## src/rtl/sram_port_arbiter_pkg.sv

```systemverilog
// ----------------------------------------------------------------------------
// sram_port_arbiter_pkg
// Shared definitions for the SRAM port arbiter: the arbiter state encoding,
// the bus read/write codes, the all-bytes enable mask and the word returned
// to the CPU when an access is aborted.
// ----------------------------------------------------------------------------
package sram_port_arbiter_pkg;

   typedef enum logic [1:0] {
      IDLE    = 2'd0,
      IM_ACC  = 2'd1,
      DM_ACC  = 2'd2,
      RECOVER = 2'd3
   } arb_state_e;

   localparam logic        RW_READ       = 1'b0;
   localparam logic        RW_WRITE      = 1'b1;
   localparam logic [3:0]  BE_ALL        = 4'hF;
   localparam logic [31:0] ABORT_PATTERN = 32'hDEAD_BEEF;

endpackage

```

## src/rtl/sram_port_arbiter_timeout_ctr.sv

```systemverilog
// ----------------------------------------------------------------------------
// arb_timeout_ctr
// Counts the cycles an SRAM access has been outstanding. The arbiter holds
// clear while no access is in flight, so the count is zero in the first
// strobe cycle. hit is raised in the TIMEOUT-th cycle of the access, which is
// the last cycle the arbiter waits for the memory before giving up.
// TIMEOUT must be greater than 0.
//
// Ports:
//   clk_in  - system clock
//   rst_in  - synchronous active-low reset
//   clear   - reload the count with zero
//   enable  - count this cycle (an access is outstanding)
//   hit     - the wait budget is used up in this cycle
// ----------------------------------------------------------------------------
module arb_timeout_ctr #(
   parameter int TIMEOUT = 255
) (
   input  logic clk_in,
   input  logic rst_in,
   input  logic clear,
   input  logic enable,
   output logic hit
);

   localparam int               CNT_W = (TIMEOUT > 1) ? $clog2(TIMEOUT) : 1;
   localparam logic [CNT_W-1:0] LAST  = CNT_W'(TIMEOUT - 1);

   logic [CNT_W-1:0] count_q;
   logic [CNT_W-1:0] count_d;

   assign hit = enable && (count_q == LAST);

   // The count parks at its final value once hit is reached; the arbiter
   // leaves the access state on that cycle, which clears it again.
   always_comb begin
      count_d = count_q;
      if (clear) begin
         count_d = '0;
      end else if (enable && !hit) begin
         count_d = count_q + CNT_W'(1);
      end
   end

   // Count register with synchronous active-low reset.
   always_ff @(posedge clk_in) begin
      if (!rst_in) begin
         count_q <= '0;
      end else begin
         count_q <= count_d;
      end
   end

endmodule

```

## src/rtl/sram_port_arbiter.sv

```systemverilog
// ----------------------------------------------------------------------------
// sram_port_arbiter
// Shares the single SRAM channel between the CPU instruction port (im_*) and
// data port (dm_*). One access is sequenced at a time: a grant in IDLE loads
// the bus registers and raises the strobe on the same edge, the access ends on
// mem_sram_done or on timeout, and a dead RECOVER cycle follows every access.
// DM normally wins, but after DM_BURST_MAX consecutive DM grants with IM
// waiting, IM is served next.
//
// Ports:
//   clk_in, rst_in          - clock, synchronous active-low reset
//   start                   - boot copy complete; grants are held off until 1
//   im_work, im_addr        - instruction fetch request
//   im_dataout, im_ready    - registered fetch data and its one-cycle pulse
//   dm_work, dm_we, be_in,
//   dm_addr, dm_datain      - data access request
//   dm_dataout, dm_ready    - registered read data and completion pulse
//   stall                   - CPU stall
//   mem_sram_*              - SRAM channel of the memory interface
//   timeout_err             - sticky flag, set when an access is aborted
// ----------------------------------------------------------------------------
module sram_port_arbiter
   import sram_port_arbiter_pkg::*;
#(
   parameter int ADDR_W       = 22,
   parameter int DATA_W       = 32,
   parameter int DM_BURST_MAX = 4,
   parameter int TIMEOUT      = 255
) (
   input  logic              clk_in,
   input  logic              rst_in,
   input  logic              start,
   input  logic              im_work,
   input  logic [ADDR_W-1:0] im_addr,
   output logic [DATA_W-1:0] im_dataout,
   output logic              im_ready,
   input  logic              dm_work,
   input  logic              dm_we,
   input  logic [3:0]        be_in,
   input  logic [ADDR_W-1:0] dm_addr,
   input  logic [DATA_W-1:0] dm_datain,
   output logic [DATA_W-1:0] dm_dataout,
   output logic              dm_ready,
   output logic              stall,
   output logic              mem_sram_cs,
   output logic              mem_sram_rw,
   output logic [ADDR_W-1:0] mem_sram_addr,
   output logic [3:0]        mem_sram_be,
   output logic [DATA_W-1:0] mem_sram_data_wr,
   input  logic [DATA_W-1:0] mem_sram_data_rd,
   input  logic              mem_sram_done,
   output logic              timeout_err
);

   localparam int                 BURST_W     = (DM_BURST_MAX > 0) ? $clog2(DM_BURST_MAX + 1) : 1;
   localparam logic [BURST_W-1:0] BURST_LIMIT = BURST_W'(DM_BURST_MAX);
   localparam logic [DATA_W-1:0]  ABORT_WORD  = DATA_W'(ABORT_PATTERN);

   arb_state_e         state_q,       state_d;
   logic [BURST_W-1:0] burst_cnt_q,   burst_cnt_d;
   logic               cs_q,          cs_d;
   logic               rw_q,          rw_d;
   logic [ADDR_W-1:0]  addr_q,        addr_d;
   logic [3:0]         be_q,          be_d;
   logic [DATA_W-1:0]  data_wr_q,     data_wr_d;
   logic [DATA_W-1:0]  im_dataout_q,  im_dataout_d;
   logic [DATA_W-1:0]  dm_dataout_q,  dm_dataout_d;
   logic               im_ready_q,    im_ready_d;
   logic               dm_ready_q,    dm_ready_d;
   logic               timeout_err_q, timeout_err_d;

   logic in_acc;
   logic timer_hit;

   assign in_acc = (state_q == IM_ACC) || (state_q == DM_ACC);

   arb_timeout_ctr #(
      .TIMEOUT (TIMEOUT)
   ) u_timeout_ctr (
      .clk_in (clk_in),
      .rst_in (rst_in),
      .clear  (!in_acc),
      .enable (in_acc),
      .hit    (timer_hit)
   );

   assign mem_sram_cs      = cs_q;
   assign mem_sram_rw      = rw_q;
   assign mem_sram_addr    = addr_q;
   assign mem_sram_be      = be_q;
   assign mem_sram_data_wr = data_wr_q;
   assign im_dataout       = im_dataout_q;
   assign dm_dataout       = dm_dataout_q;
   assign im_ready         = im_ready_q;
   assign dm_ready         = dm_ready_q;
   assign timeout_err      = timeout_err_q;

   // A port stops stalling the CPU in the cycle its ready pulse is high.
   assign stall = !start || (im_work && !im_ready_q) || (dm_work && !dm_ready_q);

   // Arbitration, access sequencing and bus register loading. The bus fields
   // are loaded together with the strobe on the grant edge and held until the
   // access ends. A port that dropped its request during the access gets no
   // ready pulse and keeps its old data. A done pulse outside an access state
   // is ignored because only the access states look at it.
   always_comb begin
      state_d       = state_q;
      burst_cnt_d   = burst_cnt_q;
      cs_d          = cs_q;
      rw_d          = rw_q;
      addr_d        = addr_q;
      be_d          = be_q;
      data_wr_d     = data_wr_q;
      im_dataout_d  = im_dataout_q;
      dm_dataout_d  = dm_dataout_q;
      im_ready_d    = 1'b0;
      dm_ready_d    = 1'b0;
      timeout_err_d = timeout_err_q;

      case (state_q)
         IDLE: begin
            if (start) begin
               if (dm_work && (!im_work || (burst_cnt_q < BURST_LIMIT))) begin
                  state_d   = DM_ACC;
                  cs_d      = 1'b1;
                  rw_d      = dm_we;
                  addr_d    = dm_addr;
                  be_d      = (dm_we == RW_WRITE) ? be_in : BE_ALL;
                  data_wr_d = dm_datain;
                  if (!im_work) begin
                     burst_cnt_d = '0;
                  end else if (burst_cnt_q != BURST_LIMIT) begin
                     burst_cnt_d = burst_cnt_q + BURST_W'(1);
                  end
               end else if (im_work) begin
                  state_d     = IM_ACC;
                  cs_d        = 1'b1;
                  rw_d        = RW_READ;
                  addr_d      = im_addr;
                  be_d        = BE_ALL;
                  burst_cnt_d = '0;
               end
            end
         end

         IM_ACC, DM_ACC: begin
            if (mem_sram_done || timer_hit) begin
               state_d = RECOVER;
               cs_d    = 1'b0;
               if (!mem_sram_done) begin
                  timeout_err_d = 1'b1;
               end
               if (state_q == IM_ACC) begin
                  if (im_work) begin
                     im_ready_d   = 1'b1;
                     im_dataout_d = mem_sram_done ? mem_sram_data_rd : ABORT_WORD;
                  end
               end else if (dm_work) begin
                  dm_ready_d = 1'b1;
                  if (!mem_sram_done) begin
                     dm_dataout_d = ABORT_WORD;
                  end else if (rw_q == RW_READ) begin
                     dm_dataout_d = mem_sram_data_rd;
                  end
               end
            end
         end

         RECOVER: begin
            state_d = IDLE;
         end

         default: begin
            state_d = IDLE;
         end
      endcase
   end

   // State and bus registers. Reset clears everything at once, so an access
   // in flight loses its strobe on that edge and is never replayed.
   always_ff @(posedge clk_in) begin
      if (!rst_in) begin
         state_q       <= IDLE;
         burst_cnt_q   <= '0;
         cs_q          <= 1'b0;
         rw_q          <= 1'b0;
         addr_q        <= '0;
         be_q          <= '0;
         data_wr_q     <= '0;
         im_dataout_q  <= '0;
         dm_dataout_q  <= '0;
         im_ready_q    <= 1'b0;
         dm_ready_q    <= 1'b0;
         timeout_err_q <= 1'b0;
      end else begin
         state_q       <= state_d;
         burst_cnt_q   <= burst_cnt_d;
         cs_q          <= cs_d;
         rw_q          <= rw_d;
         addr_q        <= addr_d;
         be_q          <= be_d;
         data_wr_q     <= data_wr_d;
         im_dataout_q  <= im_dataout_d;
         dm_dataout_q  <= dm_dataout_d;
         im_ready_q    <= im_ready_d;
         dm_ready_q    <= dm_ready_d;
         timeout_err_q <= timeout_err_d;
      end
   end

endmodule
```

## config.mk

```make
export PLATFORM = sky130hd
export DESIGN_NAME = sram_port_arbiter
export DESIGN_NICKNAME = d
export VERILOG_FILES = /design/src/rtl/sram_port_arbiter_pkg.sv /design/src/rtl/sram_port_arbiter_timeout_ctr.sv /design/src/rtl/sram_port_arbiter.sv
export SDC_FILE = /design/constraint.sdc
export NUM_CORES = 1
export LEC_CHECK = 0
export BUFFER_PORTS_ARGS = -buffer_cell sky130_fd_sc_hd__buf_2
export CAP_MARGIN = 10
export CORE_MARGIN = 2
export CORE_UTILIZATION = 52
export CTS_BUF_LIST = sky130_fd_sc_hd__clkbuf_4
export DETAILED_ROUTE_END_ITERATION = 8
export MAX_ROUTING_LAYER = met4
export PLACE_DENSITY = 0.94
export SYNTH_ARGS = -nofsm -noshare
export SYNTH_HDL_FRONTEND = slang
export SYNTH_HIERARCHICAL = 1
export SYNTH_SLANG_ARGS = --single-unit
```

## constraint.sdc

```tcl
create_clock -name clk_in -period 3.1 [get_ports clk_in]
set_input_delay 0.31 -clock clk_in [delete_from_list [all_inputs] [get_ports clk_in]]
set_output_delay 0.31 -clock clk_in [all_outputs]
set_load 0.005 [all_outputs]
```

* Yosys cells after proc, flatten, opt, wreduce, memory -nomap -nowiden *
Index checks and enable logic that the tools add are counted.

cells by class
  equality and inequality tests = 10
  reductions and logical operators = 30
  bitwise operators = 5
  muxes and demuxes = 26
  magnitude comparators = 1
  $add $sub $neg = 2

operator list
  cell                                                number
  2-to-1 mux 32 bit                                   3
  2-to-1 mux 22 bit                                   2
  AND reduction 4 bit                                 4
  2-to-1 mux 3 bit                                    4
  2-to-1 mux 4 bit                                    3
  AND reduction 3 bit                                 4
  adder 8 x 1 -> 8 bit (second input constant)        1
  equality test 8 bit (second input constant)         1
  2-to-1 mux 1 bit                                    8
  2-to-1 mux 2 bit                                    4
  != test 2 bit (second input constant)               3
  != test 3 bit (second input constant)               2
  case mux 2 bit (3 select lines)                     1
  logical AND 1 bit                                   5
  logical NOT 1 bit                                   5
  logical OR 1 bit                                    5
  inverter 1 bit                                      5
  AND reduction 5 bit                                 1
  equality test 2 bit (second input constant)         2
  nonzero test 2 bit                                  2
  OR reduction 4 bit                                  1
  adder 3 x 1 -> 3 bit (second input constant)        1
  less-than comparator 3 bit (second input constant)  1
  != test 3 x 2 -> 1 bit (second input constant)      1
  5 further kinds                                     5

storage, ports and cells
  output and inout bits = 128
  register bits after elaboration = 140

* Depth between registers and ports, before layout *
  depth in word-level cells = 6
  depth in mapped cells = 10
  gate-level depth less buffers = 8

* Modules after synthesis *
Netlist, hierarchy kept.

modules (own cells, without submodules)
  module             area an instance (µm²)  cells each  seq. area each (µm²)  instances
  sram_port_arbiter  5006.1                  572         2642.5                1
  arb_timeout_ctr    432.9                   49          160.2                 1

* Worst setup path after synthesis *
No wires, ideal clock.

  path kind = flip-flop to flip-flop
  from = register state_q[1]
  to = register dm_dataout_q[14] (netlist: dm_dataout[14])
  library setup time = 0.070 ns
  buffers on the path = 2
  cell stages (with the launch flop) = 10
  slack = 1.128 ns
  arrival time = 1.902 ns
  clock period less this slack = 1.972 ns
  cells stage by stage = dfxtp_1 -> inv_1 -> ha_1 -> and3_1 -> nand2b_1 -> a211oi_2 -> buf_2 -> buf_2 -> nand3_1 -> a21oi_1

on the way
  longest elaborated chain between the ends = 5

ends and longest elaborated chain
  item                                                                 line                                 text
  start: declaration                                                   sram_port_arbiter.sv:59              arb_state_e state_q, state_d;
  start signal: assignment                                             sram_port_arbiter.sv:196             state_q <= state_d;
  equality test 2 x 1 -> 1 bit or equality test 2 bit (tied branches)  sram_port_arbiter.sv:75              assign in_acc = (state_q == IM_ACC) || (state_q == DM_ACC);
  logical OR 1 bit (*)                                                 sram_port_arbiter.sv:75
  net in_acc                                                           sram_port_arbiter.sv:72              logic in_acc;
  logical AND 1 bit (*)                                                sram_port_arbiter_timeout_ctr.sv:32  assign hit = enable && (count_q == LAST);
  net timer_hit                                                        sram_port_arbiter.sv:73              logic timer_hit;
  logical OR 1 bit (*)                                                 sram_port_arbiter.sv:147             if (mem_sram_done || timer_hit) begin
  AND reduction 5 bit (no source line) (*)                             n/a
  end signal: assignment                                               sram_port_arbiter.sv:204             dm_dataout_q <= dm_dataout_d;
  end: declaration                                                     sram_port_arbiter.sv:67              logic [DATA_W-1:0] dm_dataout_q, dm_dataout_d;

Mark *: on every way through the listed nets, which the timed path passes. The rest lies on a longest branch.
A chain may end at the register's enable or synchronous reset.

* Worst setup path after layout *
  from = register state_q[1]
  to = register dm_dataout_q[25] (netlist: dm_dataout[25])

The elaborated chain is that of the path after synthesis.

==> run_results.csv <==
group,metric,value,unit
outcome,status,"completed",
worst_setup_path,crit_fanout,56,
sta,fin_tns_setup,0,ps
logic_synthesis,synth_enable_flop_cells,0,
placed_design,gp_congestion,0.8471,
global_route,grt-ovfl-total,0,
route,drt-initial-drc-count,348,
sta,setup_viol,0,
die,ios,247,
worst_setup_path,crit_path_end_kind,"flip-flop",
route,wl_per_cell,15.28,um
logic_synthesis,synth_area,5439,um^2
logic_synthesis,synth_common_cells,"140 x dfxtp_1, 95 x nand2_1, 80 x a21oi_1",
layout,final_nets,1003,
logic_synthesis,yosysMostFrequentCell,"dfxtp_1",
logic_synthesis,yosysTopAreaCell,"dfxtp_1",
die,die_h,106.3,um
global_route,use_met3,8.032,%
clock_tree,post_cts_resized,0,
sta,rsz0062_at_grt,"false",
pwr,p_sw,0.001469,W
die,rows,37,
layout,area_growth,34.94,%
logic_synthesis,yosys_warnings,6,
worst_setup_path,crit_chain,"inv_1 > ha_1 > and3_1 > nand2b_1 > a211oi_4 > buf_4 > nor2_1 > a211oi_1",
pwr,p_int,0.003040,W
route,drt-pass1-iter-count,5,
global_route,grt_max_degree,57,
clock_tree,cts_tree,"built",
clock_tree,cts_buffers,17,
logic_synthesis,synth_fa_ha_area_share,1.610,%
worst_setup_path,required,3540,ps
logic_synthesis,synthDistinctLibCells,38,
die,die_area,11290,um^2
die,die_w,106.3,um
route,drc,0,
clock_tree,clock_sinks,140,
die,initial_utilization,53.16,%
logic_synthesis,netlist.area_leader.share,51.53,%
sta,fmax,408.5,MHz
pwr,pwr-share-clk,27.9,%
sta,fin_crit,2448,ps
clock_tree,insertion_delay,540,ps
pwr,ir_drop,0.3573,mV
logic_synthesis,yosys.area_share.simple,18.20,%
worst_setup_path,slowest_stage,"ha_1",
pwr,pwr-share-comb,23.8,%
global_route,met2_usage,48.53,%
logic_synthesis,syn-num-nets,747,
global_route,busiest_layer,"met2",
clock_tree,clk_path_buf_depth,2,
pwr,power.share.switching,32.57,%
logic_synthesis,synth-xor-area-share,0,%
worst_setup_path,worst_setup_path_start_kind,"flip-flop",
hold_path,hp-class,"in -> reg",
route,ant_nets,0,
clock_tree,htreeDepth,4,
pwr,leakage,3.303,nW
route,post_drt_via_cell_ratio,5.316,
sta,period_share,78.96,%
route,wl,15700,um
logic_synthesis,netlist_instances,621,
sta,hold_violations,0,
route,vias,5465,
logic_synthesis,synth-main-ff-cell,"dfxtp_1",
sta,worst_slew_margin_rel,55.87,%
logic_synthesis,ys_seq_area_share,51.53,%
logic_synthesis,async_reset_ff_share,0,%
worst_setup_path,critPathKind,"reg -> reg",
layout,drive_above_1_share,33.37,%
logic_synthesis,synth_compound_area_share,19.78,%
global_route,grt_pass1_wl,24900,um
layout,final_cell_count_no_fill,1028,
logic_synthesis,synth_top_family_by_area,"compound AO/OA/AOI/OAI gates",
sta,worst_pin_slew,662.0,ps
placed_design,dp.cells,965,
clock_tree,path_clk_slew,140,ps
flow_run,cap_violations,0,
sta,slew_violations,0,
logic_synthesis,syn_area_per_cell,8.758,um^2
placed_design,port_buffers,246,
worst_setup_path,critPathArrivalTime,2890,ps
die,core_area,10230,um^2
pwr,sequentialPowerShare,48.2,%
logic_synthesis,synthMuxAreaShare,4.417,%
worst_setup_path,max_stage_delay,480,ps
logic_synthesis,synth.area.top_cells,"dfxtp_1 52%, a21oi_1 7.4%, a211oi_1 7.2%",
pwr,power_density,614.4,nW/um^2
global_route,grt_pass1_vias,5257,
global_route,grt_use_met1,32.17,%
logic_synthesis,synth_seq_cells,140,
clock_tree,postCtsSetupBuffers,0,
global_route,antenna_found_initial,2,
sta,skew,24.60,ps
clock_tree,cts_root_buf,"clkbuf_4",
global_route,track_usage,28.53,%
placed_design,dp_hpwl,10560,um
-- kinds of logic after synthesis --
group,Yosys count
AND/OR/NAND/NOR,221
AO/OA/AOI/OAI,175
flip-flops,140
buffers and inverters,54
multiplexers,24
adder cells (fa/ha/maj),7
-- through the flow --
step	setup slack (ps)	hold slack, ps	area [um^2]	util, %	total power [W]
after floorplan	1128	435.6	5439	-	0.002804
after global placement	809.5	439.3	6731	65.79	0.003208
after detailed placement	687.5	443.0	6731	65.79	0.003241
after CTS	660.9	3.190	7335	71.69	0.004522
after global routing	391.9	7.705	7340	71.74	0.004763
final	652.1	41.89	7340	71.74	0.004509
-- registers in the layout, summed over array words and instances, names as in the netlist --
name and cells:
dm_dataout 32, mem_sram_addr 22, im_dataout 32, state_q 2
mem_sram_data_wr 32, timeout_err 1, mem_sram_be 4, u_timeout_ctr/count_q 8
burst_cnt_q 3, mem_sram_rw 1, im_ready 1, mem_sram_cs 1
dm_ready 1
-- cell type report --
class	instances	area, um^2
inverter	7	27.53
clock inverter	14	177.7
clock buffer	18	135.1
timing repair buffer	284	1602
fill	749	2892
sequential	140	2803
antenna	2	5.005
tap	136	170.2
multi-input combinational	427	2420
-- layout by cell type (no fill, tap or decap), types with 3 or more instances in the layout --
cell type	netlist	routed
clkinvlp_4	0	4
clkbuf_4	0	18
inv_6	0	3
dlygate4sd3_1	0	29
ha_1	7	7
buf_4	6	8
nor2_1	57	56
o21ai_0	26	26
inv_1	6	6
dfxtp_1	140	140
nor2b_1	25	25
a211oi_1	52	52
a21oi_1	80	80
mux2i_1	24	24
nand4_1	3	3
nand2_1	95	95
and3_1	5	5
o221a_2	4	4
nand2b_1	6	6
buf_2	14	246
inv_8	0	4
nand3_1	20	20
-- power groups by stage --
stage	logic, W	registers (W)	clock network [W]
2_1_floorplan	0.000581	0.00222	0
3_3_place_gp	0.00101	0.00220	0
3_5_place_dp	0.00104	0.00221	0
4_1_cts	0.00107	0.00217	0.00129
5_1_grt	0.00120	0.00220	0.00136
6_report	0.00107	0.00218	0.00126
-- layer usage --
metal	routed length, um	vias up	part of all wire [%]
met4	348	0	2.2
met3	1311	35	8.3
met2	7782	280	50
li1	-	2693	-
met5	0	-	0
met1	6260	2457	40
-- timing repair --
item	in CTS	in global routing
hold buffers	29	0
endpoints found under the hold margin	29	0
setup endpoints to repair	0	0
-- critical path, delay by kind of cell, from the launching register on --
kind	cells	cell delay, ps
AO/OA/AOI/OAI	2	480
adder cells (fa/ha/maj)	1	480
buffers and inverters	2	560
flip-flops	1	370
AND/OR/NAND/NOR	3	440
-- path summary, 6_finish.rpt --
check	start	to	slack, ps	cells after the start
min reg2reg	im_dataout[4]	im_dataout[4]	460	2
max reg2reg	state_q[1]	dm_dataout[25]	650	8
max	state_q[1]	dm_dataout[25]	650	8
min	be_in[0]	mem_sram_be[0]	40	2
Power figures use the tool's default switching activity.
